--- src/rtl/spectrum_frame_collector.sv ---
// spectrum_frame_collector
//   Merges magnitude streams from NUM_FFT FFT engines into one tagged stream
//   {bin_index, magnitude}. Each engine has its own bin counter; engines are
//   arbitrated round-robin into a single output register with valid/ready.
//   A one-cycle frame_done pulse marks the terminal bin of a frame leaving the
//   output. With HALF_SPECTRUM=1 only bins 0..FFT_POINTS/2-1 are forwarded;
//   upper bins are accepted and discarded.
//
// Optional feature macro: COLLECTOR_PEAK_TRACK_EN
//   Adds peak_mag/peak_bin (valid with frame_done): per-channel running maximum
//   over forwarded bins of the completed frame, ties keep the lower bin.
//
// Ports
//   clk, reset_n             clock, synchronous active-low reset
//   mag_valid/mag_data/      per-engine input stream, channel c at
//   mag_ready                  mag_data[c*MAG_W +: MAG_W]
//   out_valid/out_ready/     tagged output stream
//   out_data/out_chan
//   frame_done/frame_chan    frame completion pulse and its source engine
//   frame_count              completed frames since reset (wraps)
//   peak_mag/peak_bin        frame maximum (COLLECTOR_PEAK_TRACK_EN only)

module spectrum_frame_collector #(
  parameter int unsigned NUM_FFT       = 3,
  parameter int unsigned FFT_POINTS    = 512,
  parameter int unsigned MAG_W         = 16,
  parameter bit          HALF_SPECTRUM = 1'b0,
  localparam int unsigned IDX_W        = $clog2(FFT_POINTS),
  localparam int unsigned CH_W         = (NUM_FFT > 1) ? $clog2(NUM_FFT) : 1
) (
  input  logic                     clk,
  input  logic                     reset_n,
  input  logic [NUM_FFT-1:0]       mag_valid,
  input  logic [NUM_FFT*MAG_W-1:0] mag_data,
  output logic [NUM_FFT-1:0]       mag_ready,
  output logic                     out_valid,
  input  logic                     out_ready,
  output logic [IDX_W+MAG_W-1:0]   out_data,
  output logic [CH_W-1:0]          out_chan,
  output logic                     frame_done,
  output logic [CH_W-1:0]          frame_chan,
`ifdef COLLECTOR_PEAK_TRACK_EN
  output logic [MAG_W-1:0]         peak_mag,
  output logic [IDX_W-1:0]         peak_bin,
`endif
  output logic [15:0]              frame_count
);

  localparam logic [IDX_W-1:0] HalfIdx = IDX_W'(FFT_POINTS / 2);
  localparam logic [IDX_W-1:0] TermIdx = HALF_SPECTRUM ? IDX_W'(FFT_POINTS / 2 - 1)
                                                       : IDX_W'(FFT_POINTS - 1);

  logic [IDX_W-1:0]       bin_cnt_q [NUM_FFT];
  logic [IDX_W-1:0]       bin_cnt_d [NUM_FFT];
  logic [CH_W-1:0]        rr_ptr_q, rr_ptr_d;
  logic                   out_valid_q, out_valid_d;
  logic [IDX_W+MAG_W-1:0] out_data_q, out_data_d;
  logic [CH_W-1:0]        out_chan_q, out_chan_d;
  logic                   frame_done_q, frame_done_d;
  logic [CH_W-1:0]        frame_chan_q, frame_chan_d;
  logic [15:0]            frame_count_q, frame_count_d;

  logic [MAG_W-1:0]       mag_ch [NUM_FFT];
  logic [NUM_FFT-1:0]     drop;
  logic [NUM_FFT-1:0]     eligible;
  logic                   slot_free;
  logic                   grant_vld;
  logic [CH_W-1:0]        grant_idx;
  logic [CH_W-1:0]        cand;
  logic [MAG_W-1:0]       grant_mag;
  logic [IDX_W-1:0]       grant_bin;
  logic                   grant_drop;
  logic                   load;
  logic                   out_fire;

  // Round-robin grant. A channel whose next bin is dropped never needs the
  // output slot, so it stays eligible while the slot is blocked.
  always_comb begin
    slot_free = !out_valid_q | out_ready;
    mag_ch    = '{default: '0};
    drop      = '0;
    eligible  = '0;
    for (int c = 0; c < NUM_FFT; c++) begin
      mag_ch[c]   = mag_data[c*MAG_W +: MAG_W];
      drop[c]     = HALF_SPECTRUM && (bin_cnt_q[c] >= HalfIdx);
      eligible[c] = mag_valid[c] & (slot_free | drop[c]);
    end
    grant_vld = 1'b0;
    grant_idx = '0;
    cand      = '0;
    for (int i = 0; i < NUM_FFT; i++) begin
      cand = CH_W'((int'(rr_ptr_q) + i) % int'(NUM_FFT));
      if (!grant_vld && eligible[cand]) begin
        grant_vld = 1'b1;
        grant_idx = cand;
      end
    end
    if (!reset_n) begin
      grant_vld = 1'b0;
    end
    mag_ready  = grant_vld ? (NUM_FFT'(1) << grant_idx) : '0;
    grant_mag  = mag_ch[grant_idx];
    grant_bin  = bin_cnt_q[grant_idx];
    grant_drop = drop[grant_idx];
    load       = grant_vld & ~grant_drop;
    out_fire   = out_valid_q & out_ready;
  end

  always_comb begin
    out_valid_d   = out_valid_q;
    out_data_d    = out_data_q;
    out_chan_d    = out_chan_q;
    bin_cnt_d     = bin_cnt_q;
    rr_ptr_d      = rr_ptr_q;
    frame_done_d  = out_fire && (out_data_q[MAG_W +: IDX_W] == TermIdx);
    frame_chan_d  = frame_done_d ? out_chan_q : frame_chan_q;
    frame_count_d = frame_count_q + 16'(frame_done_d);

    if (out_fire) begin
      out_valid_d = 1'b0;
    end
    if (load) begin
      out_valid_d = 1'b1;
      out_data_d  = {grant_bin, grant_mag};
      out_chan_d  = grant_idx;
    end
    if (grant_vld) begin
      // FFT_POINTS is a power of two, so the counter wraps naturally.
      bin_cnt_d[grant_idx] = grant_bin + 1'b1;
      rr_ptr_d = (grant_idx == CH_W'(NUM_FFT - 1)) ? '0 : grant_idx + 1'b1;
    end
  end

  always_ff @(posedge clk) begin
    if (!reset_n) begin
      bin_cnt_q     <= '{default: '0};
      rr_ptr_q      <= '0;
      out_valid_q   <= 1'b0;
      out_data_q    <= '0;
      out_chan_q    <= '0;
      frame_done_q  <= 1'b0;
      frame_chan_q  <= '0;
      frame_count_q <= '0;
    end else begin
      bin_cnt_q     <= bin_cnt_d;
      rr_ptr_q      <= rr_ptr_d;
      out_valid_q   <= out_valid_d;
      out_data_q    <= out_data_d;
      out_chan_q    <= out_chan_d;
      frame_done_q  <= frame_done_d;
      frame_chan_q  <= frame_chan_d;
      frame_count_q <= frame_count_d;
    end
  end

  assign out_valid   = out_valid_q;
  assign out_data    = out_data_q;
  assign out_chan    = out_chan_q;
  assign frame_done  = frame_done_q;
  assign frame_chan  = frame_chan_q;
  assign frame_count = frame_count_q;

`ifdef COLLECTOR_PEAK_TRACK_EN
  logic [MAG_W-1:0] pk_mag_q [NUM_FFT];
  logic [MAG_W-1:0] pk_mag_d [NUM_FFT];
  logic [IDX_W-1:0] pk_bin_q [NUM_FFT];
  logic [IDX_W-1:0] pk_bin_d [NUM_FFT];
  logic [MAG_W-1:0] peak_mag_q, peak_mag_d;
  logic [IDX_W-1:0] peak_bin_q, peak_bin_d;

  // Bin 0 starts a new frame and seeds the maximum; strict compare keeps the
  // lower bin on ties. The terminal beat was folded in when it was loaded,
  // so the channel maximum is complete by the time it leaves the output.
  always_comb begin
    pk_mag_d   = pk_mag_q;
    pk_bin_d   = pk_bin_q;
    peak_mag_d = peak_mag_q;
    peak_bin_d = peak_bin_q;
    if (load) begin
      if (grant_bin == '0) begin
        pk_mag_d[grant_idx] = grant_mag;
        pk_bin_d[grant_idx] = '0;
      end else if (grant_mag > pk_mag_q[grant_idx]) begin
        pk_mag_d[grant_idx] = grant_mag;
        pk_bin_d[grant_idx] = grant_bin;
      end
    end
    if (frame_done_d) begin
      peak_mag_d = pk_mag_q[out_chan_q];
      peak_bin_d = pk_bin_q[out_chan_q];
    end
  end

  always_ff @(posedge clk) begin
    if (!reset_n) begin
      pk_mag_q   <= '{default: '0};
      pk_bin_q   <= '{default: '0};
      peak_mag_q <= '0;
      peak_bin_q <= '0;
    end else begin
      pk_mag_q   <= pk_mag_d;
      pk_bin_q   <= pk_bin_d;
      peak_mag_q <= peak_mag_d;
      peak_bin_q <= peak_bin_d;
    end
  end

  assign peak_mag = peak_mag_q;
  assign peak_bin = peak_bin_q;
`endif

endmodule

--- config.mk ---
export PLATFORM = sky130hd
export DESIGN_NAME = spectrum_frame_collector
export DESIGN_NICKNAME = d
export VERILOG_FILES = /design/src/rtl/spectrum_frame_collector.sv
export SDC_FILE = /design/constraint.sdc
export NUM_CORES = 1
export LEC_CHECK = 0
export ABC_CLOCK_PERIOD_IN_PS = 3500
export BUFFER_PORTS_ARGS = -buffer_cell sky130_fd_sc_hd__buf_2
export CORE_ASPECT_RATIO = 0.9
export CORE_MARGIN = 8
export CORE_UTILIZATION = 52
export DETAILED_ROUTE_END_ITERATION = 6
export PLACE_DENSITY_LB_ADDON = 0.1
export SLEW_MARGIN = 0
export SYNTH_ARGS = -nofsm -noshare
export SYNTH_HDL_FRONTEND = slang
export SYNTH_SLANG_ARGS = --single-unit
--- constraint.sdc ---
create_clock -name clk -period 3.5 [get_ports clk]
set_input_delay 0.175 -clock clk [delete_from_list [all_inputs] [get_ports clk]]
set_output_delay 0.175 -clock clk [all_outputs]
set_load 0.005 [all_outputs]
# Word-level counts from Yosys, hierarchy flattened
# Cells that the tools add are included.
# Widths: inputs -> output; s select.
# op_classes
div	3
n_eq_ne	2
magnitude_cmp	6
n_shift	1
mux	28
n_reduce_logical	8
n_addsub	5
bitwise	8
# ops
op	count
$mod 32x3->32 const B	2
$bmux 16 s2	1
$mod 3x3->32 const B	1
$mux 16	2
$bwmux 27	1
$mux 9	3
$bmux 9 s2	1
$demux 9 s2	1
$add 16x1->16	1
$lt 2x3->1 const B	4
$mux 1	10
$add 9x1->9 const B	1
$eq 9x9->1 const B	1
$bmux 1 s2	4
$mux 2	4
$and 1x1->1	5
$logic_and 1x1->1	4
$add 2x1->3 const B	1
$add 2x2->3 const B	1
$ge 3x3->1 const B	1
$logic_not 1->1	3
$lt 3x1->1 const B	1
$mux 3	1
$not 2->3	1
6 further kinds	6
# word_totals
out_inout_bits	50
word_cells	71
register_bits	76
inputBits	54

# Logic depth before layout (Yosys ltp)
# Gate-level depths: netlist of run 1.
# depth
word_depth	18
depth_mapped	13
mapped_depth_nobuf	11

# Least setup slack after synthesis of run 1
# OpenSTA, ideal clock, no wires.
# synth_path
path_type	flip-flop to flip-flop
from	register rr_ptr_q[0]
to	register bin_cnt_q[6] (netlist bit)
path_stages_with_launch	13
n_path_buf	2
period_less_slack_ns	2.449
t_required_ns	3.366
setup_ns	0.134
t_arrival_ns	2.315
slack_ns	1.051
path_cell_list	dfxtp_1 -> inv_1 -> ha_1 -> buf_2 -> a22oi_1 -> o22ai_1 -> o41ai_2 -> a21o_1 -> buf_4 -> a31oi_4 -> or3_1 -> nand2_1 -> a21oi_1
# synth_between
elab_chain_len	16
word_cells_on_any_way	33
classes_between	3 x add/sub; 3 x div; 2 x order compare; 19 x mux; 1 x bitwise; 5 x reduce/logical
# synth_lines
item	line	source
from (decl)	55	logic [CH_W-1:0] rr_ptr_q, rr_ptr_d;
from (signal assigned)	146	rr_ptr_q <= rr_ptr_d;
branches (longest 16 deep; another with $mod 32x3->32)	n/a	
to (signal assigned)	145	bin_cnt_q <= bin_cnt_d;
to (decl)	53	logic [IDX_W-1:0] bin_cnt_q [NUM_FFT];
# Parallel ways; which one is timed is not known. The select of a mux whose other input is x is not followed.
# A chain may end at the register's enable or synchronous reset.

# Worst setup path in the final report of run 1
# layout_path
from	register rr_ptr_q[0]
to	output mag_ready[1]
# layout_between
elab_chain_len	12
word_cells_on_any_way	24
classes_between	2 x add/sub; 3 x div; 1 x shift; 14 x mux; 4 x reduce/logical
# layout_lines
item	line	source
branches (longest 11 deep; another with $mod 32x3->32)	n/a	
$mux 3 *	101	mag_ready = grant_vld ? (NUM_FFT'(1) << grant_idx) : '0;
to (decl)	35	output logic [NUM_FFT-1:0] mag_ready,
# Mark *: on every way between the ends. The select of a mux whose other input is x is not followed.

==> results of run 1 <==
==> sequential cells by signal, summed over array words and instances (netlist names) <==
| signal | count |
|---|---|
| frame_done | 1 |
| out_data | 25 |
| rr_ptr_q | 2 |
| bin_cnt_q | 27 |
| frame_chan | 2 |
| out_chan | 2 |
| out_valid | 1 |
| frame_count | 16 |
==> cell usage in the layout (no fill, tap or decap), types with 2 or more instances in the layout <==
master         count
nand4_1            7
and4_1             3
o21ai_1            2
dfxtp_1           76
nor2_1            50
dlygate4sd3_1     14
clkinv_2           3
a41oi_1            2
buf_4             11
a31oi_1            2
a21oi_1           28
a222oi_1          16
nor2_2             2
a211oi_1          10
and2_1             5
nand2b_1           2
inv_1              4
xnor2_1           10
nor3_1             2
o21ai_0           15
ha_1               4
clkinv_4           3
or3_1              2
nand3_1           18
clkbuf_8           9
xor2_1            20
a311oi_1           2
nor2b_1            2
and3_1             6
buf_2            103
nand3b_1           2
o211ai_1           4
o21ai_2            3
mux2i_1           10
nand2_1           70
==> through the flow <==
| step | instances | setup WS (ns) | hold WS [ns] |
|---|---|---|---|
| 6_report | 635 | 0.399 | 0.0111 |
| 5_1_grt | 635 | 0.153 | 0.00625 |
| 4_1_cts | 635 | 0.407 | 0.00293 |
| 3_5_place_dp | 605 | 0.630 | 0.363 |
| 3_3_place_gp | 605 | 0.717 | 0.357 |
| 2_1_floorplan | 426 | 1.05 | 0.274 |
==> where the power goes <==
group / total, mW / switching [mW] / internal, mW / leakage (nW)
Combinational: 1.63 / 0.983 / 0.647 / 1.27
Clock: 0.582 / 0.325 / 0.257 / 0.0900
Sequential: 1.21 / 0.145 / 1.06 / 0.620
==> kinds of logic (layout without fill, tap and decap cells) <==
family          Yosys count  in the layout  share of synthesized area
xor+xnor                 30             30                     0.0727
buf+inv                  33            149                     0.0405
mux                      12             12                     0.0350
simple gates            176            176                      0.224
compound gates           95             95                      0.193
fa+ha+maj                 4              4                     0.0138
flops                    76             76                      0.421
==> routing by layer <==
layer  vias to the layer above  part of all wire  track usage
li1                       1728                 -            -
met1                      1617              0.45        0.226
met2                       120              0.46        0.316
met3                        15             0.069       0.0696
met4                         0             0.016       0.0602
met5                         -                 0            0
==> repair_timing <==
action | CTS | global route
setup buffers | 0 | 0
endpoints found under the hold margin | 14 | 0
hold buffers | 14 | 0
==> worst reg2reg max path: stages, from the launching register on <==
cell	delay, ns
dfxtp_1	0.36
inv_1	0.05
ha_1	0.41
a22oi_1	0.13
o22ai_1	0.26
o21ai_1	0.15
a21oi_1	0.46
nand2_1	0.21
inv_1	0.36
buf_4	0.27
a222oi_1	0.10
nand2_1	0.08
==> layout make-up <==
| type | instances | share of cell area |
|---|---|---|
| sequential | 76 | 0.337 |
| clock inverter | 6 | 0.00915 |
| tap | 93 | 0.0258 |
| timing repair buffer | 128 | 0.164 |
| inverter | 5 | 0.00416 |
| multi-input combinational | 317 | 0.432 |
| clock buffer | 10 | 0.0283 |
==> worst paths after layout <==
path | from | end | depth (start not counted)
setup / recovery | rr_ptr_q[0] | mag_ready[1] | 9
hold reg to reg | out_data[22] | out_data[22] | 2
hold / removal | mag_data[44] | out_data[12] | 3
setup reg to reg | rr_ptr_q[0] | out_data[1] | 11
==> run summary, run 1 <==
core region area -> 6890 um^2
Synth area leader -> dfxtp_1
Filler cells -> 598
WP data required -> 3.32 ns
All-Layer GR Usage -> 0.190
dpl hpwl -> 6710 um
Layout Skew -> 0.0131 ns
final setup violating endpoints -> 0
VDD IR max -> 0.000422 V
most used cell along the critical path -> inv_1
wire per inst -> 15.0 um
via count -> 3,480
1st-iter DRT viols -> 249
largest delay contributor family on the critical path -> compound AO/OA/AOI/OAI gates
routability cong. -> 0.816
Clock Latency Late Sink -> 0.36 ns
PortBufs -> 103
top-count cell post-synth -> dfxtp_1
worst relative slew slack -> 0.561
pin slew with the least headroom to its limit -> 0.658 ns
post-synthesis cell count -> 426
Post-DRT Antenna Nets -> 0
CTS Buf Count -> 9
# clock sinks -> 76
Reg clk slew, reported paths -> 0.08 ns
vias in the first global route -> 3,382
pin count of the biggest net entering global routing -> 53
number of I/O pins -> 104
H-tree depth -> 3
mean post-synth cell area -> 8.49 um^2
Post-Route Setup TNS -> 0 ns
Crit path largest cell delay -> 0.46 ns
global-route wire length before repair -> 15,500 um
Via density -> 5.48
Multi-input gate area -> 1950 um^2
final count of hold timing violations -> 0
share of the synthesized area in the top cell type -> 0.421
Rows -> 29
nets -> 595
crit path capture type -> output pin
Crit Path Category -> reg -> out
maxcap violations -> 0
chip width -> 104 um
crit path launch type -> flop
post-route cell area -> 4510 um^2
Async S/R FF share, synth -> 0
initial antenna violation count -> 0
Clock Tree Root -> clkbuf_8
ys flop type -> dfxtp_1
CTS tree -> built
Initial Utilization -> 0.524
min cycle time layout -> 3.10 ns
power per cell area -> 757 nW/um^2
DIE AREA -> 9880 um^2
GR Overflow Total -> 0
Post-CTS Resized -> 0
CP cell instances -> inv_1, ha_1, a22oi_1, o22ai_1, o21ai_1, a21oi_1, nand2_1, inv_1, buf_2
# DRC -> 0
register area share after synthesis -> 0.421
fin crit share -> 0.886
Core Util, Final -> 0.655
share of layout cells above drive strength 1 -> 0.273
RSZ-0062 raised after global routing -> false
Die Ht -> 95.1 um
Post-synth EDFFs -> 0
storage element area -> 1520 um^2
flops & latches, synth -> 76
Ant. Diodes -> 0
r2r setup slk -> 0.62 ns
area of the mapped netlist -> 3610 um^2
Area Overhead vs Synth -> 24.9%
placed inst area -> 4200 um^2
Crit Path Max Fanout -> 12
CP max-delay cell -> a21oi_1
overall power -> 3.42 mW
synth cell count leaders -> dfxtp_1 (76), nand2_1 (70), nor2_1 (51)
DRT Wirelength -> 9520 um
Max Clk Rate -> 322 MHz
Tightest Hold Check Type -> in -> reg
clk buf depth -> 2
Slew Limit Fails -> 0
Crit path arrival time -> 2.93 ns
status -> complete, no violations
TritonRoute pass-1 iters -> 7
ranking of synthesized cells by area -> dfxtp_1 (42%), nand2_1 (7.3%), nor2_1 (5.3%), xor2_1 (4.8%), a222oi_1 (4.4%)
Pleak -> 1.98 nW
crit path buf inv count -> 3
Netlist cell types -> 51
Post-Syn Nets -> 484
Yosys warnings -> 0
Power figures use the tool's default switching activity.
==> run 2, diff against run 1 <==
--- a/config.mk
+++ b/config.mk
@@ -7,11 +7,14 @@
 export LEC_CHECK = 0
 export ABC_CLOCK_PERIOD_IN_PS = 3500
 export BUFFER_PORTS_ARGS = -buffer_cell sky130_fd_sc_hd__buf_2
+export CELL_PAD_IN_SITES_DETAIL_PLACEMENT = 0
+export CELL_PAD_IN_SITES_GLOBAL_PLACEMENT = 1
 export CORE_ASPECT_RATIO = 0.9
 export CORE_MARGIN = 8
-export CORE_UTILIZATION = 52
+export CORE_UTILIZATION = 38
 export DETAILED_ROUTE_END_ITERATION = 6
-export PLACE_DENSITY_LB_ADDON = 0.1
+export PLACE_DENSITY = 0.9
+export SKIP_LAST_GASP = 1
 export SLEW_MARGIN = 0
 export SYNTH_ARGS = -nofsm -noshare
 export SYNTH_HDL_FRONTEND = slang
==> run 2 against run 1 <==
  * Power grew 5.6%
  * Register-to-register slack lost 0.06 ns
  * Via count shrank 0.11%
  * Sequential share of layout area shrank 0.57 points
  * Clock skew shrank 0.0014 ns
  * Utilization shrank 15 points
  * Clock power grew 26%
  * First-iteration DRC count grew 35%
==> run summary, run 2 (synthesis gave the netlist of run 1 again) <==
dpl cells -> 631 (was 605)
share of layout cells above drive strength 1 -> 0.271 (was 0.273)
Pleak -> 1.97 nW (was 1.98 nW)
via count -> 3,476 (was 3,480)
most frequent cells in the layout -> buf_2 (103), dfxtp_1 (76), nand2_1 (70) (unchanged)
GR Overflow Total -> 0 (unchanged)
Crit path largest cell delay -> 0.45 ns (was 0.46 ns)
final setup violating endpoints -> 0 (unchanged)
Area Overhead vs Synth -> 27.0% (was 24.9%)
routability cong. -> 0.873 (was 0.816)
Crit Path Category -> reg -> out (unchanged)
vias in the first global route -> 3,498 (was 3,382)
VDD IR max -> 0.000352 V (was 0.000422 V)
Tightest Hold Check Type -> in -> reg (unchanged)
TritonRoute pass-1 iters -> 5 (was 7)
Internal -> 2.11 mW (was 1.96 mW)
Clock Tree Root -> clkbuf_8 (unchanged)
maxcap violations -> 0 (unchanged)
storage element area -> 1520 um^2 (unchanged)
RSZ-0062 raised after global routing -> false (unchanged)
Most flops, register -> bin_cnt_q (unchanged)
overall power -> 3.61 mW (was 3.42 mW)
Die Ht -> 109 um (was 95.1 um)
wire per inst -> 15.3 um (was 15.0 um)
# DRC -> 0 (unchanged)
Initial Utilization -> 0.394 (was 0.524)
Clock Latency Late Sink -> 0.35 ns (was 0.36 ns)
Layout Skew -> 0.0117 ns (was 0.0131 ns)
DRT Wirelength -> 10,100 um (was 9520 um)
Final Non-Filler Cells -> 661 (was 635)
Ant. Diodes -> 0 (unchanged)
Sw Pwr -> 1.50 mW (was 1.45 mW)
WP data required -> 3.32 ns (about the same)
Rows -> 33 (was 29)
Post-DRT Antenna Nets -> 0 (unchanged)
H-tree depth -> 3 (unchanged)
# clock sinks -> 76 (unchanged)
CP cell instances -> inv_1, ha_1, a22oi_1, o22ai_1, o41ai_2, a21oi_2, nand2_1, clkinvlp_4, buf_2 (was inv_1, ha_1, a22oi_1, o22ai_1, o21ai_1, a21oi_1, nand2_1, inv_1, buf_2)
Via density -> 5.26 (was 5.48)
clock power share -> 0.204 (was 0.170)
PortBufs -> 103 (unchanged)
Post-Route Setup TNS -> 0 ns (unchanged)
pin slew with the least headroom to its limit -> 0.670 ns (was 0.658 ns)
min cycle time layout -> 3.12 ns (was 3.10 ns)
Max Clk Rate -> 320 MHz (was 322 MHz)
clk buf depth -> 2 (unchanged)
Slew Limit Fails -> 0 (unchanged)
global-route wire length before repair -> 17,000 um (was 15,500 um)
fin crit share -> 0.892 (was 0.886)
initial antenna violation count -> 0 (unchanged)
final count of hold timing violations -> 0 (unchanged)
Largest register FFs -> 27 (unchanged)
combinational fraction of design power -> 0.459 (was 0.477)
crit path capture type -> output pin (unchanged)
number of I/O pins -> 104 (unchanged)
nets -> 592 (was 595)
Filler cells -> 905 (was 598)
power per cell area -> 786 nW/um^2 (was 757 nW/um^2)
chip width -> 119 um (was 104 um)
DIE AREA -> 12,900 um^2 (was 9880 um^2)
status -> complete, no violations (unchanged)
CTS tree -> built (unchanged)
post-route cell area -> 4590 um^2 (was 4510 um^2)
pin count of the biggest net entering global routing -> 53 (unchanged)
dpl hpwl -> 7200 um (was 6710 um)
Setup Fix Bufs, Post-CTS -> 0 (unchanged)
placed inst area -> 4230 um^2 (was 4200 um^2)
Flop pwr share -> 0.337 (was 0.353)
CP max-delay cell -> o41ai_2 (was a21oi_1)
Crit path arrival time -> 2.95 ns (was 2.93 ns)
Reg clk slew, reported paths -> 0.08 ns (about the same)
crit path launch type -> flop (unchanged)
CTS Buf Count -> 9 (unchanged)
Net Sw Frac -> 0.414 (was 0.425)
1st-iter DRT viols -> 336 (was 249)
commonest non-fill, non-tap cell in the layout -> buf_2 (unchanged)
All-Layer GR Usage -> 0.161 (was 0.190)
Multi-input gate area -> 1950 um^2 (unchanged)
Crit Path Max Fanout -> 22 (was 12)
worst relative slew slack -> 0.553 (was 0.561)
Core Util, Final -> 0.501 (was 0.655)
core region area -> 9170 um^2 (was 6890 um^2)
==> run 2: cell types whose count changed in the layout (fill, tap and decap cells not counted) <==
cell        previous run  this run
buf_12                 0         1
buf_4                 11         7
bufinv_16              0         2
clkinv_2               3         1
clkinv_4               3         1
clkinvlp_4             0         3
inv_1                  4         3
==> run 2: worst max-delay path: cells and delay by family (launching register included) <==
kind	cells	cell delay [ns]
AND/OR/NAND/NOR	1	0.20
buffers and inverters	3	0.76
AO/OA/AOI/OAI	4	0.89
adder cells (fa/ha/maj)	1	0.39
flip-flops	1	0.36
==> run 2: what timing repair did <==
item	4_1_cts	5_1_grt
setup endpoints to repair	0	1
hold endpoints to repair	14	0
gates resized for setup	0	1
hold buffers	14	0
==> run 2: final cells by class <==
class,count,share of cell area
Clock inverter,6,0.0194
Inverter,5,0.00491
Clock buffer,10,0.0278
Timing Repair Buffer,125,0.159
Tap cell,122,0.0333
Sequential cell,76,0.331
Multi-Input combinational cell,317,0.425
==> run 2: through the flow <==
| step | setup slack, ns | hold slack (ns) |
|---|---|---|
| floorplan | 1.05 | 0.274 |
| global placement | 0.617 | 0.360 |
| detailed placement | 0.574 | 0.365 |
| CTS | 0.270 | 0.00418 |
| global route | 0.120 | 0.0263 |
| finish | 0.379 | 0.0170 |
==> run 2: path summary, 6_finish.rpt <==
check | from | to | slack, ns | cells past startpoint
hold / removal | mag_data[46] | out_data[14] | 0.02 | 3
setup / recovery | rr_ptr_q[0] | mag_ready[1] | 0.38 | 9
setup reg to reg | rr_ptr_q[0] | out_data[4] | 0.56 | 10
hold reg to reg | out_data[24] | out_data[24] | 0.47 | 2
==> run 2: power by group through the flow <==
stage / registers, mW / clock network (mW) / logic [mW]
2_1_floorplan: 1.20 / 0 / 1.17
3_3_place_gp: 1.22 / 0 / 1.61
3_5_place_dp: 1.23 / 0 / 1.63
4_1_cts: 1.21 / 0.758 / 1.65
5_1_grt: 1.24 / 0.792 / 1.85
6_report: 1.22 / 0.736 / 1.66
==> run 2: routing by layer <==
| layer | track usage | up-vias | part of all wire |
|---|---|---|---|
| li1 | - | 1737 | - |
| met1 | 0.203 | 1562 | 0.48 |
| met2 | 0.241 | 168 | 0.40 |
| met3 | 0.0760 | 9 | 0.11 |
| met4 | 0.0487 | 0 | 0.011 |
| met5 | 0 | - | 0 |
